$ cat src/rtl/mem_stage_if.sv
// Signal bundle for the memory stage: execute-side inputs, RAM handshake and write-back outputs.
// The stage itself uses the slave view; its environment uses the master view.
interface mem_stage_if #(
  parameter int ADDR_W = 64
);
  logic              in_valid;
  logic              in_ready;
  logic              datamem_ena;
  logic              memwb_ena;
  logic [2:0]        mem;
  logic [1:0]        st_size;
  logic [ADDR_W-1:0] addr;
  logic [63:0]       mem_w_data;
  logic [63:0]       rd_data_i;
  logic              ram_req;
  logic              ram_we;
  logic [ADDR_W-1:0] ram_addr;
  logic [63:0]       ram_wdata;
  logic [7:0]        ram_wmask;
  logic              ram_ready;
  logic [63:0]       ram_rdata;
  logic              wb_valid;
  logic [63:0]       wb_data;
  logic              misalign;
  logic              bus_err;

  modport slave (
    input  in_valid, datamem_ena, memwb_ena, mem, st_size, addr, mem_w_data, rd_data_i,
    input  ram_ready, ram_rdata,
    output in_ready, ram_req, ram_we, ram_addr, ram_wdata, ram_wmask,
    output wb_valid, wb_data, misalign, bus_err
  );

  modport master (
    output in_valid, datamem_ena, memwb_ena, mem, st_size, addr, mem_w_data, rd_data_i,
    output ram_ready, ram_rdata,
    input  in_ready, ram_req, ram_we, ram_addr, ram_wdata, ram_wmask,
    input  wb_valid, wb_data, misalign, bus_err
  );
endinterface

$ cat src/rtl/mem_stage.sv
// Memory-access stage: one RAM request per load/store, byte-lane masking for stores,
// alignment and sign/zero extension for loads, pass-through of ALU results otherwise.
module mem_stage #(
  parameter int ADDR_W  = 64,
  parameter int TIMEOUT = 255
) (
  input  logic        clk,
  input  logic        rst,
  mem_stage_if.slave  bus
);
  typedef enum logic [1:0] {IDLE, REQ, DONE} state_t;

  localparam logic [7:0] LAST_WAIT = 8'(TIMEOUT - 1);

  state_t            state_q, state_d;
  logic [7:0]        cnt_q, cnt_d;
  logic [ADDR_W-1:0] addr_q, addr_d;
  logic              we_q, we_d;
  logic [63:0]       wdata_q, wdata_d;
  logic [7:0]        wmask_q, wmask_d;
  logic [2:0]        off_q, off_d;
  logic [2:0]        mem_q, mem_d;
  logic              load_q, load_d;
  logic [63:0]       res_q, res_d;
  logic              mis_q, mis_d;
  logic              berr_q, berr_d;

  logic [1:0]        size_in;
  logic              mis_in;
  logic [7:0]        base_mask;

  // Access size as log2(bytes); code 000 on a load falls through to dword.
  function automatic logic [1:0] acc_size(input logic ld, input logic [2:0] m, input logic [1:0] st);
    if (!ld) return st;
    case (m)
      3'b001, 3'b100: return 2'd0;
      3'b010, 3'b101: return 2'd1;
      3'b011, 3'b110: return 2'd2;
      default:        return 2'd3;
    endcase
  endfunction

  function automatic logic [63:0] load_ext(input logic [63:0] d, input logic [2:0] off, input logic [2:0] m);
    logic [63:0] sh;
    sh = d >> {off, 3'b000};
    case (m)
      3'b001:  return {{56{sh[7]}}, sh[7:0]};
      3'b010:  return {{48{sh[15]}}, sh[15:0]};
      3'b011:  return {{32{sh[31]}}, sh[31:0]};
      3'b100:  return {56'd0, sh[7:0]};
      3'b101:  return {48'd0, sh[15:0]};
      3'b110:  return {32'd0, sh[31:0]};
      default: return sh;
    endcase
  endfunction

  always_comb begin
    size_in = acc_size(bus.memwb_ena, bus.mem, bus.st_size);
    case (size_in)
      2'd1:    begin mis_in = bus.addr[0];        base_mask = 8'h03; end
      2'd2:    begin mis_in = |bus.addr[1:0];     base_mask = 8'h0F; end
      2'd3:    begin mis_in = |bus.addr[2:0];     base_mask = 8'hFF; end
      default: begin mis_in = 1'b0;               base_mask = 8'h01; end
    endcase
  end

  always_comb begin
    state_d = state_q;
    cnt_d   = cnt_q;
    addr_d  = addr_q;
    we_d    = we_q;
    wdata_d = wdata_q;
    wmask_d = wmask_q;
    off_d   = off_q;
    mem_d   = mem_q;
    load_d  = load_q;
    res_d   = res_q;
    mis_d   = mis_q;
    berr_d  = berr_q;
    case (state_q)
      IDLE: begin
        if (bus.in_valid) begin
          state_d = DONE;
          res_d   = '0;
          mis_d   = 1'b0;
          berr_d  = 1'b0;
          if (!bus.datamem_ena) begin
            res_d = bus.rd_data_i;
          end else if (mis_in) begin
            mis_d = 1'b1;
          end else begin
            state_d = REQ;
            addr_d  = {bus.addr[ADDR_W-1:3], 3'b000};
            we_d    = !bus.memwb_ena;
            wdata_d = bus.mem_w_data << {bus.addr[2:0], 3'b000};
            wmask_d = base_mask << bus.addr[2:0];
            off_d   = bus.addr[2:0];
            mem_d   = bus.mem;
            load_d  = bus.memwb_ena;
          end
        end
      end
      REQ: begin
        // A ready in the final allowed cycle wins over the timeout.
        if (bus.ram_ready) begin
          state_d = DONE;
          cnt_d   = '0;
          res_d   = load_q ? load_ext(bus.ram_rdata, off_q, mem_q) : 64'd0;
        end else if (cnt_q == LAST_WAIT) begin
          state_d = DONE;
          cnt_d   = '0;
          berr_d  = 1'b1;
          res_d   = '0;
        end else begin
          cnt_d = cnt_q + 8'd1;
        end
      end
      DONE: begin
        state_d = IDLE;
        res_d   = '0;
        mis_d   = 1'b0;
        berr_d  = 1'b0;
      end
      default: state_d = IDLE;
    endcase
  end

  always_ff @(posedge clk or negedge rst) begin
    if (!rst) begin
      state_q <= IDLE;
      cnt_q   <= '0;
      addr_q  <= '0;
      we_q    <= 1'b0;
      wdata_q <= '0;
      wmask_q <= '0;
      off_q   <= '0;
      mem_q   <= '0;
      load_q  <= 1'b0;
      res_q   <= '0;
      mis_q   <= 1'b0;
      berr_q  <= 1'b0;
    end else begin
      state_q <= state_d;
      cnt_q   <= cnt_d;
      addr_q  <= addr_d;
      we_q    <= we_d;
      wdata_q <= wdata_d;
      wmask_q <= wmask_d;
      off_q   <= off_d;
      mem_q   <= mem_d;
      load_q  <= load_d;
      res_q   <= res_d;
      mis_q   <= mis_d;
      berr_q  <= berr_d;
    end
  end

  // RAM-side fields are only presented while a request is outstanding.
  assign bus.in_ready  = (state_q == IDLE);
  assign bus.ram_req   = (state_q == REQ);
  assign bus.ram_we    = bus.ram_req & we_q;
  assign bus.ram_addr  = bus.ram_req ? addr_q  : '0;
  assign bus.ram_wdata = bus.ram_req ? wdata_q : '0;
  assign bus.ram_wmask = bus.ram_req ? wmask_q : '0;
  assign bus.wb_valid  = (state_q == DONE);
  assign bus.wb_data   = bus.wb_valid ? res_q : '0;
  assign bus.misalign  = bus.wb_valid & mis_q;
  assign bus.bus_err   = bus.wb_valid & berr_q;
endmodule

$ cat src/flat_wrapper.sv
// flat-port wrapper written by rule: the top's interface ports become plain ports
module mem_stage_flat 
#(
  parameter int ADDR_W  = 64,
  parameter int TIMEOUT = 255
)
  (clk, rst, bus_in_valid, bus_datamem_ena, bus_memwb_ena, bus_mem, bus_st_size, bus_addr, bus_mem_w_data, bus_rd_data_i, bus_ram_ready, bus_ram_rdata, bus_in_ready, bus_ram_req, bus_ram_we, bus_ram_addr, bus_ram_wdata, bus_ram_wmask, bus_wb_valid, bus_wb_data, bus_misalign, bus_bus_err);
  mem_stage_if #(.ADDR_W(ADDR_W)) bus_i ();
  input  logic clk;
  input  logic rst;
  input wire logic [$bits(bus_i.in_valid)-1:0] bus_in_valid;
  input wire logic [$bits(bus_i.datamem_ena)-1:0] bus_datamem_ena;
  input wire logic [$bits(bus_i.memwb_ena)-1:0] bus_memwb_ena;
  input wire logic [$bits(bus_i.mem)-1:0] bus_mem;
  input wire logic [$bits(bus_i.st_size)-1:0] bus_st_size;
  input wire logic [$bits(bus_i.addr)-1:0] bus_addr;
  input wire logic [$bits(bus_i.mem_w_data)-1:0] bus_mem_w_data;
  input wire logic [$bits(bus_i.rd_data_i)-1:0] bus_rd_data_i;
  input wire logic [$bits(bus_i.ram_ready)-1:0] bus_ram_ready;
  input wire logic [$bits(bus_i.ram_rdata)-1:0] bus_ram_rdata;
  output wire logic [$bits(bus_i.in_ready)-1:0] bus_in_ready;
  output wire logic [$bits(bus_i.ram_req)-1:0] bus_ram_req;
  output wire logic [$bits(bus_i.ram_we)-1:0] bus_ram_we;
  output wire logic [$bits(bus_i.ram_addr)-1:0] bus_ram_addr;
  output wire logic [$bits(bus_i.ram_wdata)-1:0] bus_ram_wdata;
  output wire logic [$bits(bus_i.ram_wmask)-1:0] bus_ram_wmask;
  output wire logic [$bits(bus_i.wb_valid)-1:0] bus_wb_valid;
  output wire logic [$bits(bus_i.wb_data)-1:0] bus_wb_data;
  output wire logic [$bits(bus_i.misalign)-1:0] bus_misalign;
  output wire logic [$bits(bus_i.bus_err)-1:0] bus_bus_err;
  assign bus_i.in_valid = bus_in_valid;
  assign bus_i.datamem_ena = bus_datamem_ena;
  assign bus_i.memwb_ena = bus_memwb_ena;
  assign bus_i.mem = bus_mem;
  assign bus_i.st_size = bus_st_size;
  assign bus_i.addr = bus_addr;
  assign bus_i.mem_w_data = bus_mem_w_data;
  assign bus_i.rd_data_i = bus_rd_data_i;
  assign bus_i.ram_ready = bus_ram_ready;
  assign bus_i.ram_rdata = bus_ram_rdata;
  assign bus_in_ready = bus_i.in_ready;
  assign bus_ram_req = bus_i.ram_req;
  assign bus_ram_we = bus_i.ram_we;
  assign bus_ram_addr = bus_i.ram_addr;
  assign bus_ram_wdata = bus_i.ram_wdata;
  assign bus_ram_wmask = bus_i.ram_wmask;
  assign bus_wb_valid = bus_i.wb_valid;
  assign bus_wb_data = bus_i.wb_data;
  assign bus_misalign = bus_i.misalign;
  assign bus_bus_err = bus_i.bus_err;
  mem_stage #(.ADDR_W(ADDR_W), .TIMEOUT(TIMEOUT)) u_core (.clk(clk), .rst(rst), .bus(bus_i));
endmodule
$ cat config.mk
export PLATFORM = sky130hd
export DESIGN_NAME = mem_stage_flat
export DESIGN_NICKNAME = d
export VERILOG_FILES = /design/src/rtl/mem_stage_if.sv /design/src/rtl/mem_stage.sv /design/src/flat_wrapper.sv
export SDC_FILE = /design/constraint.sdc
export NUM_CORES = 1
export LEC_CHECK = 0
export ABC_AREA = 1
export CAP_MARGIN = 25
export CORE_AREA = 2 2 183 185
export CTS_BUF_LIST = sky130_fd_sc_hd__clkbuf_8
export DETAILED_ROUTE_END_ITERATION = 12
export DIE_AREA = 0 0 185 187
export GPL_ROUTABILITY_DRIVEN = 0
export PLACE_DENSITY_LB_ADDON = 0.2
export SKIP_CTS_REPAIR_TIMING = 1
export SYNTH_ARGS = -nofsm -noshare
export SYNTH_HDL_FRONTEND = slang
export SYNTH_SLANG_ARGS = --single-unit
export TNS_END_PERCENT = 1
$ cat constraint.sdc
create_clock -name clk -period 2.3 [get_ports clk]
set_input_delay 0.345 -clock clk [delete_from_list [all_inputs] [get_ports clk]]
set_output_delay 0.345 -clock clk [all_outputs]
set_load 0.02 [all_outputs]
Yosys cells after proc, flatten, opt, wreduce, memory -nomap -nowiden:

Index checks and enable logic that the tools add are counted.

* register bits: 217
* latch bits: 0
* RAM bits: 0
* memory bits (read-only): 0
* output and inout port bits: 206
* logic and storage cells: 87
* memories kept: 0

* $add $sub $neg: 1
* $mul: 0
* div/mod/pow operators: 0
* $lt $le $gt $ge: 0
* equal/unequal tests: 22
* shift operators: 3
* mux-type cells: 31
* bitwise logic cells: 4
* reduce and logical (&&, ||, !) cells: 14

Operators by type and width (count)
* two-way mux 64 bit: 8
* case mux 64 bit (6 select lines): 1
* case mux 64 bit (3 select lines): 1
* left shift 64 x 6 -> 64 bit: 1
* >> shifter 64 x 6 -> 64 bit: 1
* two-way mux 8 bit: 3
* case mux 8 bit (3 select lines): 1
* equality test 3 bit, second input constant: 6
* equality test 3 x 2 -> 1 bit, second input constant: 4
* two-way mux 2 bit: 6
* adder 8 x 1 -> 8 bit, second input constant: 1
* equality test 8 bit, second input constant: 1
* AND reduction 4 bit: 2
* OR reduction 2 bit: 4
* left shift 8 x 3 -> 8 bit: 1
* equality test 2 bit, second input constant: 3
* equality test 3 x 1 -> 1 bit, second input constant: 2
* two-way mux 1 bit: 6
* != test 2 bit, second input constant: 3
* case mux 1 bit (3 select lines): 2
* case mux 2 bit (3 select lines): 1
* equality test 2 x 1 -> 1 bit, second input constant: 2
* case mux 2 bit (2 select lines): 1
* AND reduction 2 bit: 2
* other kinds (10): 12

Longest topological paths before layout:

* depth in word-level cells: 10
* mapped depth: 14

Worst setup path after synthesis:

Ideal clock, no wire load.

* path type: register to output
* start: reg u_core.state_q[1]
* end: out bus_ram_addr[53]
* arrival: 1.693 ns
* required time: 1.955 ns
* slack: 0.262 ns
* cell stages (with the launch flop): 8
* buffers on the path: 3
* cells stage by stage: dfrtp_1 inv_1 ha_1 buf_2 clkbuf_1 buf_1 nand2_1 inv_1

* cells in the longest elaborated chain, start to end: 2

RTL lines
* from (decl): line mem_stage.sv:15 `state_t state_q, state_d;`
* from (signal assigned): line mem_stage.sv:143 `state_q <= state_d;`
* equality test 2 x 1 -> 1 bit: line mem_stage.sv:160 `assign bus.ram_req = (state_q == REQ);`
* named net bus_ram_req: line flat_wrapper.sv:22 `output wire logic [$bits(bus_i.ram_req)-1:0] bus_ram_req;`
* two-way mux 64 bit: line mem_stage.sv:162 `assign bus.ram_addr = bus.ram_req ? addr_q : '0;`
* to (decl): line flat_wrapper.sv:24 `output wire logic [$bits(bus_i.ram_addr)-1:0] bus_ram_addr;`

The timed path passes the listed nets, and every way through them passes these cells.

Worst setup path after layout:

* start: reg u_core.state_q[1]
* end: out bus_ram_wdata[30]

* cells in the longest elaborated chain, start to end: 2

RTL lines
* equality test 2 x 1 -> 1 bit: line mem_stage.sv:160
* two-way mux 64 bit: line mem_stage.sv:163 `assign bus.ram_wdata = bus.ram_req ? wdata_q : '0;`
* to (decl): line flat_wrapper.sv:25 `output wire logic [$bits(bus_i.ram_wdata)-1:0] bus_ram_wdata;`

No other way between the ends.

==> summary.txt <==
Global routing
  – Pin count of the biggest net entering global routing: 86
  – First-pass GRT wire length: 85040 um
  – GR Util met1: 37.39%
  – GR Util met2: slightly above 50%
  – Grt total ovfl: 0
  – Busiest grt layer: met2
  – GR Util met3: 5.744%
  – GRT Overall Usage: a little under a third
  – Vias in the first global route: 16120
  – Initial antenna violation count: 7

Floorplan
  – Die W: 185 um
  – Full die area: roughly 0.035 mm^2
  – Starting Density: 44.25%
  – # IOs: 473
  – Placeable Area: between 0.03 and 0.04 mm^2
  – Row count: between 60 and 70
  – Die span in y: approximately 190 um

Clock network
  – CTS sink count: 217
  – H-Tree Depth: 2
  – Clock buffer depth: 3
  – Clk_lat worst skew: ~0.55 ns
  – CTS tree: built
  – Worst-path clk slew: approximately 0.06 ns
  – CTS buffer count: 39
  – Root Driver: clkbuf_8

Drt
  – Residual antenna-violating net count after detailed routing: 0
  – DRC: 0
  – Detailed Route Iter0 Violations: 1531
  – Drt wl/cell: 17.43 um
  – Final WL: 55970 um
  – Vias per cell: ~5.2
  – Routed via count: 16776
  – TritonRoute pass-1 iters: 7

Setup path
  – CP max stage delay: 0.45 ns
  – Worst Path Required: 1.96 ns
  – Reg2Reg Launch Point: u_core.state_q[1]
  – Critical path startpoint category: flip-flop
  – Crit path to: bus_ram_wdata[30]
  – Cell depth of the worst setup path: 8
  – Bufs and invs on worst path: 6
  – Crit-path cells: inv_2 > ha_4 > buf_6 > buf_4 > buf_12 > nand2_1 > inv_2 > buf_4
  – FF-to-FF path depth: 10
  – Worst setup EP type: output port
  – CP Class: flip-flop to output port
  – Critical-path top delay cell: dfrtp_2
  – Reg2Reg Setup Slack: 0 ns
  – Crit path from: u_core.state_q[1]
  – FF-to-FF End: u_core.res_q[0]
  – Crit Path Max Fanout: 10
  – CP top delay family: buffers and inverters
  – Worst EP arrival: a little over 2 ns

Synth
  – Post-Synthesis Cell Area: 0.01454 mm^2
  – FF+latch count, synth: 217
  – Post-synthesis cell type count: 43
  – Largest family of logic cells by synthesized area: simple AND/OR/NAND/NOR gates
  – Number of enable flip-flop cells after synthesis: 0
  – Syn Area/Cell: ~6.4 um^2
  – Post-Syn Instances: 2288
  – Xor/xnor cell area share of the yosys netlist: less than 1%
  – Sequential-to-total area share from yosys stat: 37.34%
  – Ys async rst share: between 90% and 100%
  – Synth Flop Type: dfrtp_1
  – Mux contribution to synthesized area: 0.7571%
  – Simple-Gate Fraction of Synth Area: 34.54%
  – Ys Warns: 0
  – Post-Synth Adder-Cell Area: 0.5162%
  – Compound-Gate Fraction of Synth Area: between 10% and 20%

Placement
  – DP Area: between 0.015 and 0.02 mm^2
  – HPWL after detailed placement: 40270 um
  – Input/output buffers: ~470
  – Post-place setup slack: -0.08782 ns

Pwr
  – Part of the power in combinational logic: 50.8%
  – Power consumption: 21.25 mW
  – Switch share: 44.72%
  – Cell leakage power: 12.61 nW
  – Clock power share: 18.2%
  – Net Sw Power: 9.504 mW
  – Peak supply drop: 506.9 uV
  – Cell Pwr Density: 1017 mW/mm^2
  – Flop pwr share: 30.9%
  – Total internal power: 11.75 mW

STA
  – Period minus WS final: approximately 2.4 ns
  – RSZ-0062 raised after global routing: yes
  – Clock Skew: 0.01494 ns
  – Final setup violation count: 46
  – Max-slew headroom: approximately half
  – Period utilisation layout: 105.0%
  – Worst-Margin Slew: 0.7365 ns
  – Hold Fails Final Rpt: 0
  – Max Slew Vio Count: 0
  – Final worst slack: -0.1154 ns
  – FMAX: between 400 and 500 MHz

Outcome
  – Status: finished with violations
  – Failing checks: setup timing

Worst hold path
  – Worst min path class: input port to async pin

Final layout
  – Fin area: 0.02090 mm^2
  – Area Growth Syn to Fin: 43.71%
  – Fin nets: 3000
  – Share of cells above drive strength 1: 12.48%

Run
  – Max_cap viols: 0
synthesized netlist by cell type (7+ instances only):
cell type	n	area (um^2)
nand2_1	959	3600
inv_1	255	957.2
dfrtp_1	217	5430
a21oi_1	174	870.8
nor2_1	149	559.3
nand3_1	123	615.6
o21ai_0	108	540.5
clkbuf_1	67	251.5
buf_2	45	225.2
buf_6	28	315.3
o211ai_1	22	165.2
o22ai_1	18	112.6
o21ai_1	12	60.06
buf_1	11	41.29
mux2i_1	11	110.1
o221ai_1	9	78.83
o31ai_1	7	52.55
sequential cells by signal, indices dropped and copies added (netlist names):
register / flops
u_core.addr_q: 61
u_core.berr_q: 1
u_core.cnt_q: 8
u_core.load_q: 1
u_core.mem_q: 3
u_core.mis_q: 1
u_core.off_q: 3
u_core.res_q: 64
u_core.state_q: 2
u_core.wdata_q: 64
u_core.we_q: 1
u_core.wmask_q: 8
power by group through the flow:
stage                     registers [mW]  logic (mW)  clock network [mW]
after floorplan                     6.19        7.03                   0
after global placement              6.51        10.3                   0
after detailed placement            6.50        10.6                   0
after CTS                           6.50        10.6                3.93
after global routing                6.75        12.0                4.12
final                               6.57        10.8                3.87
through the flow:
step / cells / hold slack, ns / setup TNS [ns] / util (%)
floorplan: 2290 / 0.04941 / 0 / -
global placement: 3116 / 0.2711 / -0.08098 / 59.99
detailed placement: 3116 / 0.2691 / -4.513 / 59.99
CTS: 3186 / -0.3220 / -81.27 / 62.50
global route: 3208 / 0.2907 / -10.59 / 63.57
finish: 3211 / 0.2826 / -1.744 / 63.60
worst min-delay path by stage:
stage                             from           endpoint  slack [ns]  depth (start not counted)
final                              rst   u_core.res_q[47]        0.28                          2
after global placement             rst   u_core.res_q[45]        0.27                          1
after detailed placement           rst   u_core.res_q[45]        0.27                          1
after floorplan                    rst  u_core.addr_q[10]        0.05                          0
after CTS                          rst   u_core.res_q[45]       -0.32                          1
after global routing      bus_addr[55]  u_core.addr_q[55]        0.29                          3
logic make-up after synthesis:
group           count (synthesis)
compound gates                365
other cells                     1
flops                         217
xor+xnor                        4
buf+inv                       420
mux                            11
simple gates                 1264
fa+ha+maj                       6
cell type report:
cell class / instances / area [um^2]
Antenna cell: 7 / 17.52
Clock buffer: 51 / 701.9
Tap cell: 448 / 560.5
Inverter: 263 / 992.2
Multi-Input combinational cell: 1653 / 7342
Timing Repair Buffer: 553 / 5727
Fill cell: 2988 / 11960
Clock inverter: 19 / 125.1
Sequential cell: 217 / 5433
routing by layer:
layer  share of wire (%)  vias up
met3                 9.2      182
met2                  48      958
met4                 5.8        0
li1                    -     7994
met1                  37     7642
met5                   0        -
layout by cell type, fill, tap and decap left out, drive strengths merged:
| master | count |
|---|---|
| a21oi | 174 |
| a22oi | 4 |
| a31o | 3 |
| a31oi | 1 |
| and2 | 5 |
| buf | 187 |
| bufinv | 1 |
| clkbuf | 78 |
| clkdlybuf4s50 | 264 |
| clkinv | 10 |
| clkinvlp | 1 |
| conb | 3 |
| dfrtp | 217 |
| diode | 7 |
| dlygate4sd3 | 1 |
| dlymetal6s2s | 74 |
| ha | 6 |
| inv | 270 |
| mux2i | 11 |
| nand2 | 966 |
| nand3 | 125 |
| nand3b | 1 |
| nand4 | 7 |
| nor2 | 153 |
| nor3 | 1 |
| o2111ai | 1 |
| o211ai | 22 |
| o21a | 6 |
| o21ai | 120 |
| o221ai | 9 |
| o22ai | 18 |
| o31ai | 7 |
| or2 | 6 |
| xnor2 | 1 |
| xor2 | 3 |
Note: power is estimated with default switching activity, not from simulation.
